[src/rtl/program_loader_pkg.sv]
// Shared types and constants for the boot-time program loader.
package program_loader_pkg;

    typedef enum logic [1:0] {
        ST_IDLE,
        ST_LEN,
        ST_DATA,
        ST_DONE
    } state_t;

    localparam int unsigned KEY_LEN = 9;

    typedef logic [7:0] key_t [KEY_LEN];

    // "TEKNOFEST"
    localparam key_t KEY = '{8'h54, 8'h45, 8'h4B, 8'h4E, 8'h4F,
                             8'h46, 8'h45, 8'h53, 8'h54};

endpackage

[src/rtl/program_loader_uart_rx.sv]
// 8N1 UART byte receiver: 2-FF synchroniser, start-bit validation,
// mid-bit sampling and stop-bit check.
module uart_rx_byte #(
    parameter int unsigned CLKS_PER_BIT = 868
) (
    input  logic       clk_i,
    input  logic       rst_i,
    input  logic       rx_i,
    output logic [7:0] byte_o,
    output logic       byte_valid_o,
    output logic       frame_err_o
);

    localparam int unsigned CNT_W = $clog2(CLKS_PER_BIT);
    localparam logic [CNT_W-1:0] HALF_M1 = CNT_W'(CLKS_PER_BIT / 2 - 1);
    localparam logic [CNT_W-1:0] FULL_M1 = CNT_W'(CLKS_PER_BIT - 1);

    typedef enum logic [1:0] {
        RX_IDLE,
        RX_START,
        RX_DATA,
        RX_STOP
    } rx_state_t;

    rx_state_t        state;
    logic [1:0]       sync;
    logic             rx_s;
    logic             rx_prev;
    logic [CNT_W-1:0] cnt;
    logic [2:0]       bit_idx;
    logic [7:0]       shreg;

    assign rx_s = sync[1];

    always_ff @(posedge clk_i or posedge rst_i) begin
        if (rst_i) begin
            state        <= RX_IDLE;
            sync         <= 2'b11;
            rx_prev      <= 1'b1;
            cnt          <= '0;
            bit_idx      <= '0;
            shreg        <= '0;
            byte_o       <= '0;
            byte_valid_o <= 1'b0;
            frame_err_o  <= 1'b0;
        end else begin
            sync         <= {sync[0], rx_i};
            rx_prev      <= rx_s;
            byte_valid_o <= 1'b0;
            frame_err_o  <= 1'b0;
            case (state)
                RX_IDLE: begin
                    cnt <= '0;
                    // Arm only on a genuine falling edge so a low line after a
                    // bad stop bit does not retrigger.
                    if (rx_prev && !rx_s) begin
                        state <= RX_START;
                    end
                end
                RX_START: begin
                    if (cnt == HALF_M1) begin
                        cnt     <= '0;
                        bit_idx <= '0;
                        state   <= rx_s ? RX_IDLE : RX_DATA;
                    end else begin
                        cnt <= cnt + 1'b1;
                    end
                end
                RX_DATA: begin
                    if (cnt == FULL_M1) begin
                        cnt   <= '0;
                        shreg <= {rx_s, shreg[7:1]};
                        if (bit_idx == 3'd7) begin
                            state <= RX_STOP;
                        end else begin
                            bit_idx <= bit_idx + 1'b1;
                        end
                    end else begin
                        cnt <= cnt + 1'b1;
                    end
                end
                RX_STOP: begin
                    if (cnt == FULL_M1) begin
                        cnt   <= '0;
                        state <= RX_IDLE;
                        if (rx_s) begin
                            byte_o       <= shreg;
                            byte_valid_o <= 1'b1;
                        end else begin
                            frame_err_o <= 1'b1;
                        end
                    end else begin
                        cnt <= cnt + 1'b1;
                    end
                end
                default: state <= RX_IDLE;
            endcase
        end
    end

endmodule

[src/rtl/program_loader.sv]
// Boot loader: matches the "TEKNOFEST" key on the programming UART, then
// streams a length-prefixed little-endian image into main memory from address 0.
module program_loader #(
    parameter int unsigned CLKS_PER_BIT = 868,
    parameter int unsigned ADDR_W       = 16
) (
    input  logic              clk_i,
    input  logic              rst_i,
    input  logic              program_rx_i,
    output logic              prog_mode_o,
    output logic              core_rst_o,
    output logic              mem_we_o,
    output logic [ADDR_W-1:0] mem_addr_o,
    output logic [31:0]       mem_wdata_o,
    input  logic              mem_ready_i,
    output logic              done_o,
    output logic              err_o
);

    import program_loader_pkg::*;

    logic [7:0]        rx_byte;
    logic              rx_valid;
    logic              rx_ferr;

    state_t            state;
    logic [3:0]        key_idx;
    logic [1:0]        byte_cnt;
    logic [31:0]       word_sr;
    logic [31:0]       word_next;
    logic [31:0]       remaining;
    logic              buf_valid;
    logic [ADDR_W-1:0] addr;
    logic [31:0]       wdata;
    logic              prog_mode;
    logic              done;
    logic              err;
    logic              word_done;
    logic              handshake;
    logic              last_hs;

    uart_rx_byte #(
        .CLKS_PER_BIT(CLKS_PER_BIT)
    ) u_rx (
        .clk_i       (clk_i),
        .rst_i       (rst_i),
        .rx_i        (program_rx_i),
        .byte_o      (rx_byte),
        .byte_valid_o(rx_valid),
        .frame_err_o (rx_ferr)
    );

    always_comb begin
        word_next = {rx_byte, word_sr[31:8]};
        word_done = rx_valid && (byte_cnt == 2'd3);
        handshake = buf_valid && mem_ready_i;
        last_hs   = handshake && (remaining == 32'd1);
    end

    assign prog_mode_o = prog_mode;
    assign core_rst_o  = prog_mode;
    assign mem_we_o    = buf_valid;
    assign mem_addr_o  = addr;
    assign mem_wdata_o = wdata;
    assign done_o      = done;
    assign err_o       = err;

    always_ff @(posedge clk_i or posedge rst_i) begin
        if (rst_i) begin
            state     <= ST_IDLE;
            key_idx   <= '0;
            byte_cnt  <= '0;
            word_sr   <= '0;
            remaining <= '0;
            buf_valid <= 1'b0;
            addr      <= '0;
            wdata     <= '0;
            prog_mode <= 1'b0;
            done      <= 1'b0;
            err       <= 1'b0;
        end else begin
            done <= 1'b0;
            case (state)
                ST_IDLE: begin
                    if (rx_ferr) begin
                        key_idx <= '0;
                    end else if (rx_valid) begin
                        if (rx_byte == KEY[key_idx]) begin
                            if (key_idx == 4'(KEY_LEN - 1)) begin
                                state     <= ST_LEN;
                                key_idx   <= '0;
                                byte_cnt  <= '0;
                                err       <= 1'b0;
                                addr      <= '0;
                                prog_mode <= 1'b1;
                            end else begin
                                key_idx <= key_idx + 4'd1;
                            end
                        end else begin
                            key_idx <= (rx_byte == KEY[0]) ? 4'd1 : 4'd0;
                        end
                    end
                end
                ST_LEN: begin
                    if (rx_ferr) begin
                        err       <= 1'b1;
                        prog_mode <= 1'b0;
                        state     <= ST_IDLE;
                    end else if (rx_valid) begin
                        word_sr  <= word_next;
                        byte_cnt <= byte_cnt + 2'd1;
                        if (byte_cnt == 2'd3) begin
                            remaining <= word_next;
                            if (word_next == '0) begin
                                done      <= 1'b1;
                                prog_mode <= 1'b0;
                                state     <= ST_DONE;
                            end else begin
                                state <= ST_DATA;
                            end
                        end
                    end
                end
                ST_DATA: begin
                    if (rx_ferr || (word_done && buf_valid && !mem_ready_i)) begin
                        err       <= 1'b1;
                        buf_valid <= 1'b0;
                        prog_mode <= 1'b0;
                        state     <= ST_IDLE;
                    end else begin
                        if (rx_valid) begin
                            word_sr  <= word_next;
                            byte_cnt <= byte_cnt + 2'd1;
                        end
                        if (handshake) begin
                            buf_valid <= 1'b0;
                            addr      <= addr + ADDR_W'(1);
                            remaining <= remaining - 32'd1;
                            if (last_hs) begin
                                done      <= 1'b1;
                                prog_mode <= 1'b0;
                                state     <= ST_DONE;
                            end
                        end
                        // A word landing with a handshake reloads the buffer in place.
                        if (word_done && !last_hs) begin
                            buf_valid <= 1'b1;
                            wdata     <= word_next;
                        end
                    end
                end
                ST_DONE: state <= ST_IDLE;
                default: state <= ST_IDLE;
            endcase
        end
    end

endmodule

[config.mk]
export PLATFORM = sky130hd
export DESIGN_NAME = program_loader
export DESIGN_NICKNAME = d
export VERILOG_FILES = /design/src/rtl/program_loader_pkg.sv /design/src/rtl/program_loader_uart_rx.sv /design/src/rtl/program_loader.sv
export SDC_FILE = /design/constraint.sdc
export NUM_CORES = 1
export LEC_CHECK = 0
export BUFFER_PORTS_ARGS = -buffer_cell sky130_fd_sc_hd__buf_4
export CORE_MARGIN = 1
export CORE_UTILIZATION = 55
export CTS_CLUSTER_SIZE = 28
export DETAILED_ROUTE_END_ITERATION = 10
export GPL_TIMING_DRIVEN = 0
export PLACE_DENSITY = 0.78
export SLEW_MARGIN = 10
export SYNTH_ARGS = -nofsm -noshare
export SYNTH_HDL_FRONTEND = slang
export SYNTH_SLANG_ARGS = --single-unit
[constraint.sdc]
create_clock -name clk_i -period 10.3 [get_ports clk_i]
set_clock_uncertainty 0.15 [all_clocks]
set_input_delay 1.545 -clock clk_i [delete_from_list [all_inputs] [get_ports clk_i]]
set_output_delay 1.545 -clock clk_i [all_outputs]
set_load 0.02 [all_outputs]
-- Word-level counts from Yosys, hierarchy flattened
Memory sizes are Yosys's and may differ from the RTL's.
Index checks and enable logic that the tools add are counted.
- bits in registers: 160
- latch bits: 0
- memory bits (writable): 0
- memory bits (read-only): 128
- input port bits: 4
- output and inout port bits: 53
- word-level logic and storage cells: 195
- memories: 1
- add/subtract/negate cells: 6
- $mul: 0
- divide/modulo/power cells: 0
- $lt $le $gt $ge: 1
- equality and inequality tests: 36
- shifts and indexed selects: 0
- mux-type cells: 94
- bitwise logic cells: 2
- reductions and logical operators: 35
- memories (memory ; words ; width ; read ports ; clocked after Yosys merged registers in ; write ports ; RTL line ; source):
    (name not given) ; 16 ; 8 ; 1 ; 0 ; 0 ; program_loader.sv:88 ; if (rx_byte == KEY[key_idx]) begin
- operator list (kind ; count):
    two-way mux 32 bit ; 8
    one-hot mux 32 bit (2 select lines) ; 2
    two-way mux 16 bit ; 6
    two-way mux 2 bit ; 23
    two-way mux 1 bit ; 35
    == test 32 x 1 -> 1 bit (second input constant) ; 1
    logical NOT 32 bit ; 1
    one-hot mux 16 bit (2 select lines) ; 1
    subtractor 32 x 1 -> 32 bit (second input constant) ; 1
    one-hot mux 10 bit (3 select lines) ; 1
    AND reduction 7 bit ; 3
    two-way mux 10 bit ; 2
    inequality test 2 bit (second input constant) ; 9
    adder 16 x 1 -> 16 bit (second input constant) ; 1
    two-way mux 4 bit ; 4
    two-way mux 8 bit ; 2
    inequality test 2 x 1 -> 1 bit (second input constant) ; 8
    one-hot mux 2 bit (4 select lines) ; 2
    adder 10 x 1 -> 10 bit (second input constant) ; 1
    == test 10 bit (second input constant) ; 1
    == test 10 x 9 -> 1 bit (second input constant) ; 1
    == test 2 bit (second input constant) ; 5
    AND reduction 10 bit ; 1
    two-way mux 3 bit ; 3
    31 further kinds ; 52

-- Logic depth before layout (Yosys ltp)
- depth after elaboration: 9
- depth in mapped cells: 11
- gate-level depth less buffers: 8

-- Hierarchy
Synthesis repeated with hierarchy kept, for this count alone.
- cell total of the unflattened synthesis: 733
- area total of the unflattened synthesis: 7778.7 um2
- modules (own cells, without submodules) (module ; instances ; cells each ; area an instance (um2) ; sequential area each (um2)):
    program_loader ; 1 ; 609 ; 6168.4 ; 2902.8
    uart_rx_byte ; 1 ; 124 ; 1610.3 ; 904.6

-- Least setup slack after synthesis
Ideal clock, no wire load.
- kind: input port to flip-flop
- from: input port mem_ready_i
- to: register word_sr[10]
- setup time: 125 ps
- arrival: 3179 ps
- data required time: 10025 ps
- slack: 6846 ps
- stages on the path: 7
- buffers on the path: 1
- cell sequence: nand2b_1 > nor2_1 > a21oi_1 > nor2_1 > nor3b_1 > clkbuf_1 > mux2_2
- longest elaborated chain between the ends: 5
- RTL lines (what ; RTL line ; source):
    start: declaration ; program_loader.sv:15 ; input logic mem_ready_i,
    logical NOT 1 bit ; program_loader.sv:125 ; if (rx_ferr || (word_done && buf_valid && !mem_ready_i)) begin
    logical AND 1 bit ; program_loader.sv:125 ;
    logical OR 1 bit ; program_loader.sv:125 ;
    inequality test 2 bit (no line) ; n/a ;
    AND reduction 3 bit (no line) ; n/a ;
    end signal: assignment ; program_loader.sv:110 ; word_sr <= word_next;
    end signal: assignment ; program_loader.sv:132 ; word_sr <= word_next;
    end: declaration ; program_loader.sv:29 ; logic [31:0] word_sr;
Every way passes these cells.
A chain may end at the register's enable or synchronous reset.

-- Final worst setup path
- from: input port mem_ready_i
- to: register word_sr[9]
The elaborated chain is that of the path after synthesis.

==> metrics.csv <==
metric,value,unit
"delay-heaviest family, CP",simple AND/OR/NAND/NOR gates,
CTS root buffer,clkbuf_16,
final setup fails,0,
DR iter-0 viols,525,
Worst R2R Path Depth,7,
global route overflow,0,
"count leader, synth",dfrtp_1,
Clock Power Share,0.502,
Sw Pwr,0.000280,W
Tot GR Track Use,0.280,
"Buf+Inv Stages, Crit Path",2,
Post-synth EDFFs,0,
Slew Limit Fails,0,
Clock Sinks,152,
period utilization,0.375,
CTS Buf Count,17,
Synth Flop Type,dfrtp_1,
Post-Syn Nets,750,
Max Buffers Root-to-Sink,2,
startpoint types,input port,
Starting Density,0.572,
initial antenna violation count,0,
area of the mapped netlist,0.00767,mm^2
Max-slew headroom,0.181,
min cycle time layout,3.86,ns
layout cells sized above 1,0.229,
max_cap viols,0,
WL final,19.1,mm
nets,826,
area delta synth->final,17.1,%
Crit Path Category,in2reg,
core area,0.0134,mm^2
Synth warnings,0,
ant diodes,0,
Least-Margin Pin Slew,1.23,ns
Slowest cell on crit path,nor3b_1,
maximum operating frequency,259,MHz
I/O Pins,57,
Min-Delay Path Depth,0,
Post-CTS Setup Inserts,0,
"Reg clk slew, reported paths",0.06,ns
final core occ,0.670,
Die Footprint,0.0144,mm^2
worst skew pair latency,0.42,ns
switch share,0.208,
synthesized area per cell,10.5,um^2
Final ANT Viol Nets,0,
Yosys cell types,64,
fraction of registers with async set/reset,1.00,
RSZ-0062 raised after global routing,no,
worst hold path class,reg2reg,
Int Pwr,0.00106,W
DRC viols,0,
dominant cell type by area after synthesis,dfrtp_1,
first-pass GRT wire length,31.7,mm
setup TNS,0,ns
via count,6391,
Seq pwr share,0.455,
largest net degree at the start of global routing,97,
Synth top area share,0.486,
hold buffers post-CTS,0,
crit path cell chain,buf_4 > nand2b_1 > nor2_1 > a21oi_1 > nor2_1 > nor3b_1 > clkbuf_1 > mux2_2,
Stages on worst setup path,8,
pwr dens,150,mW/mm^2
PostCTS Resize Cnt,0,
Comb power frac,0.043,
placed insts,962,
die width,120,um
DR WL/cell,19.2,um
Worst setup EP type,register,
minimum hold slack,0.206,ns
WP data arrival,4.02,ns
Final Hold Viols,0,
Synth top cells by count,"dfrtp_1 (149), mux2_2 (78), nand2_1 (44), nor2_1 (44), o21ai_0 (43)",
status,completed,
Lkg Pwr,4.12,nW
CP max FO,10,
Final Non-Filler Cells,992,
"Largest stage delay, worst path",0.98,ns
synthesized instance count,729,
Die H,120,um
CTS tree,yes,
# port buffers,56,
DP Wirelength,13.1,mm
DR vias/cell,6.44,
"Seq/Total Area, Yosys",0.496,
H-tree depth,4,
post-synthesis register bit count,152,
"most used cell, CP",nor2_1,
vias in the first global route,6575,
first-pass iteration count of the detailed router,7,
Peak VDD IR,0.000158,V
dominant cells by area after synthesis,"dfrtp_1 (49%), mux2_2 (11%), o21ai_0 (2.8%), ha_1 (2.8%), a21oi_1 (2.3%)",
GPL Wtd Cong,0.892,
Cell Rows,42,
Critical Path RT,10.46,ns
-- flip-flops by register name, summed over array words and instances (netlist names), 2 cells and up, named ones only --
| signal | flops |
|---|---|
| byte_cnt | 2 |
| mem_addr_o | 16 |
| state | 2 |
| remaining | 32 |
| u_rx.byte_o | 8 |
| u_rx.bit_idx | 3 |
| u_rx.cnt | 10 |
| mem_wdata_o | 32 |
| u_rx.sync | 2 |
| key_idx | 4 |
| word_sr | 24 |
| u_rx.shreg | 8 |
-- cell usage in the layout (no fill, tap or decap), types with 5 or more instances in the layout --
master | Yosys | routed
dfrtp_1 | 149 | 149
mux2_2 | 78 | 78
buf_4 | 4 | 60
nand2_1 | 44 | 44
nor2_1 | 44 | 44
o21ai_0 | 43 | 43
clkbuf_1 | 34 | 36
nand3_1 | 36 | 36
a21oi_1 | 36 | 36
o22ai_1 | 27 | 27
inv_1 | 18 | 17
ha_1 | 17 | 17
clkbuf_16 | 0 | 17
nor3_1 | 16 | 16
nor4_1 | 15 | 15
mux2i_1 | 11 | 11
nand2b_1 | 9 | 9
o31ai_1 | 9 | 9
nor2b_1 | 9 | 9
and3_1 | 9 | 9
or4_1 | 8 | 8
nand4_1 | 8 | 8
a2bb2oi_1 | 8 | 8
nand3b_1 | 8 | 8
nor3b_1 | 6 | 6
or3_1 | 6 | 6
and2_1 | 6 | 6
and4_1 | 5 | 5
bufinv_16 | 0 | 5
-- power groups by stage --
stage | registers, W | clock network (W) | logic (W)
after floorplan | 0.000621 | 0 | 0.0000434
after global placement | 0.000621 | 0 | 0.0000532
after detailed placement | 0.000622 | 0 | 0.0000584
after CTS | 0.000611 | 0.000681 | 0.0000591
after global routing | 0.000612 | 0.000703 | 0.0000656
final | 0.000611 | 0.000675 | 0.0000578
-- cell families after synthesis --
logic type | Yosys count | share of synthesized area
compound gates | 160 | 0.134
xor+xnor | 7 | 0.00799
fa+ha+maj | 17 | 0.0277
buf+inv | 57 | 0.0298
flops | 152 | 0.496
mux | 89 | 0.129
simple gates | 247 | 0.175
-- metrics by stage --
step	area [um^2]	power [W]	setup slack, ns
floorplan	7670	0.000664	4.52
global placement	8310	0.000675	3.04
detailed placement	8350	0.000680	6.07
CTS	8980	0.00135	6.46
global route	8980	0.00138	6.34
finish	8980	0.00134	6.44
-- final timing paths --
check / from / endpoint / slack (ns)
setup reg to reg: remaining[10] / mem_wdata_o[16] / 6.72
min in group asynchronous: rst_i / mem_wdata_o[21] / 0.97
setup / recovery: mem_ready_i / word_sr[9] / 6.44
hold / removal: u_rx.sync[0] / u_rx.sync[1] / 0.21
max in group asynchronous: rst_i / mem_addr_o[2] / 8.23
hold reg to reg: u_rx.sync[0] / u_rx.sync[1] / 0.21
-- final cells by class --
type | instances | area (um^2)
well taps | 176 | 220
multi-input cells | 520 | 3630
inverters | 18 | 75.1
flip-flops and latches | 152 | 3810
clock buffers | 21 | 460
fillers | 981 | 4420
clock inverters | 9 | 173
plain buffers | 39 | 161
repair buffers | 57 | 448
-- layer usage --
layer | track usage | wire length, um | part of all wire
met4 | 0.120 | 458 | 0.024
met5 | 0 | 0 | 0
met2 | 0.480 | 9750 | 0.51
met3 | 0.0566 | 1090 | 0.057
met1 | 0.343 | 7760 | 0.41
(Power assumes the default switching activity.)
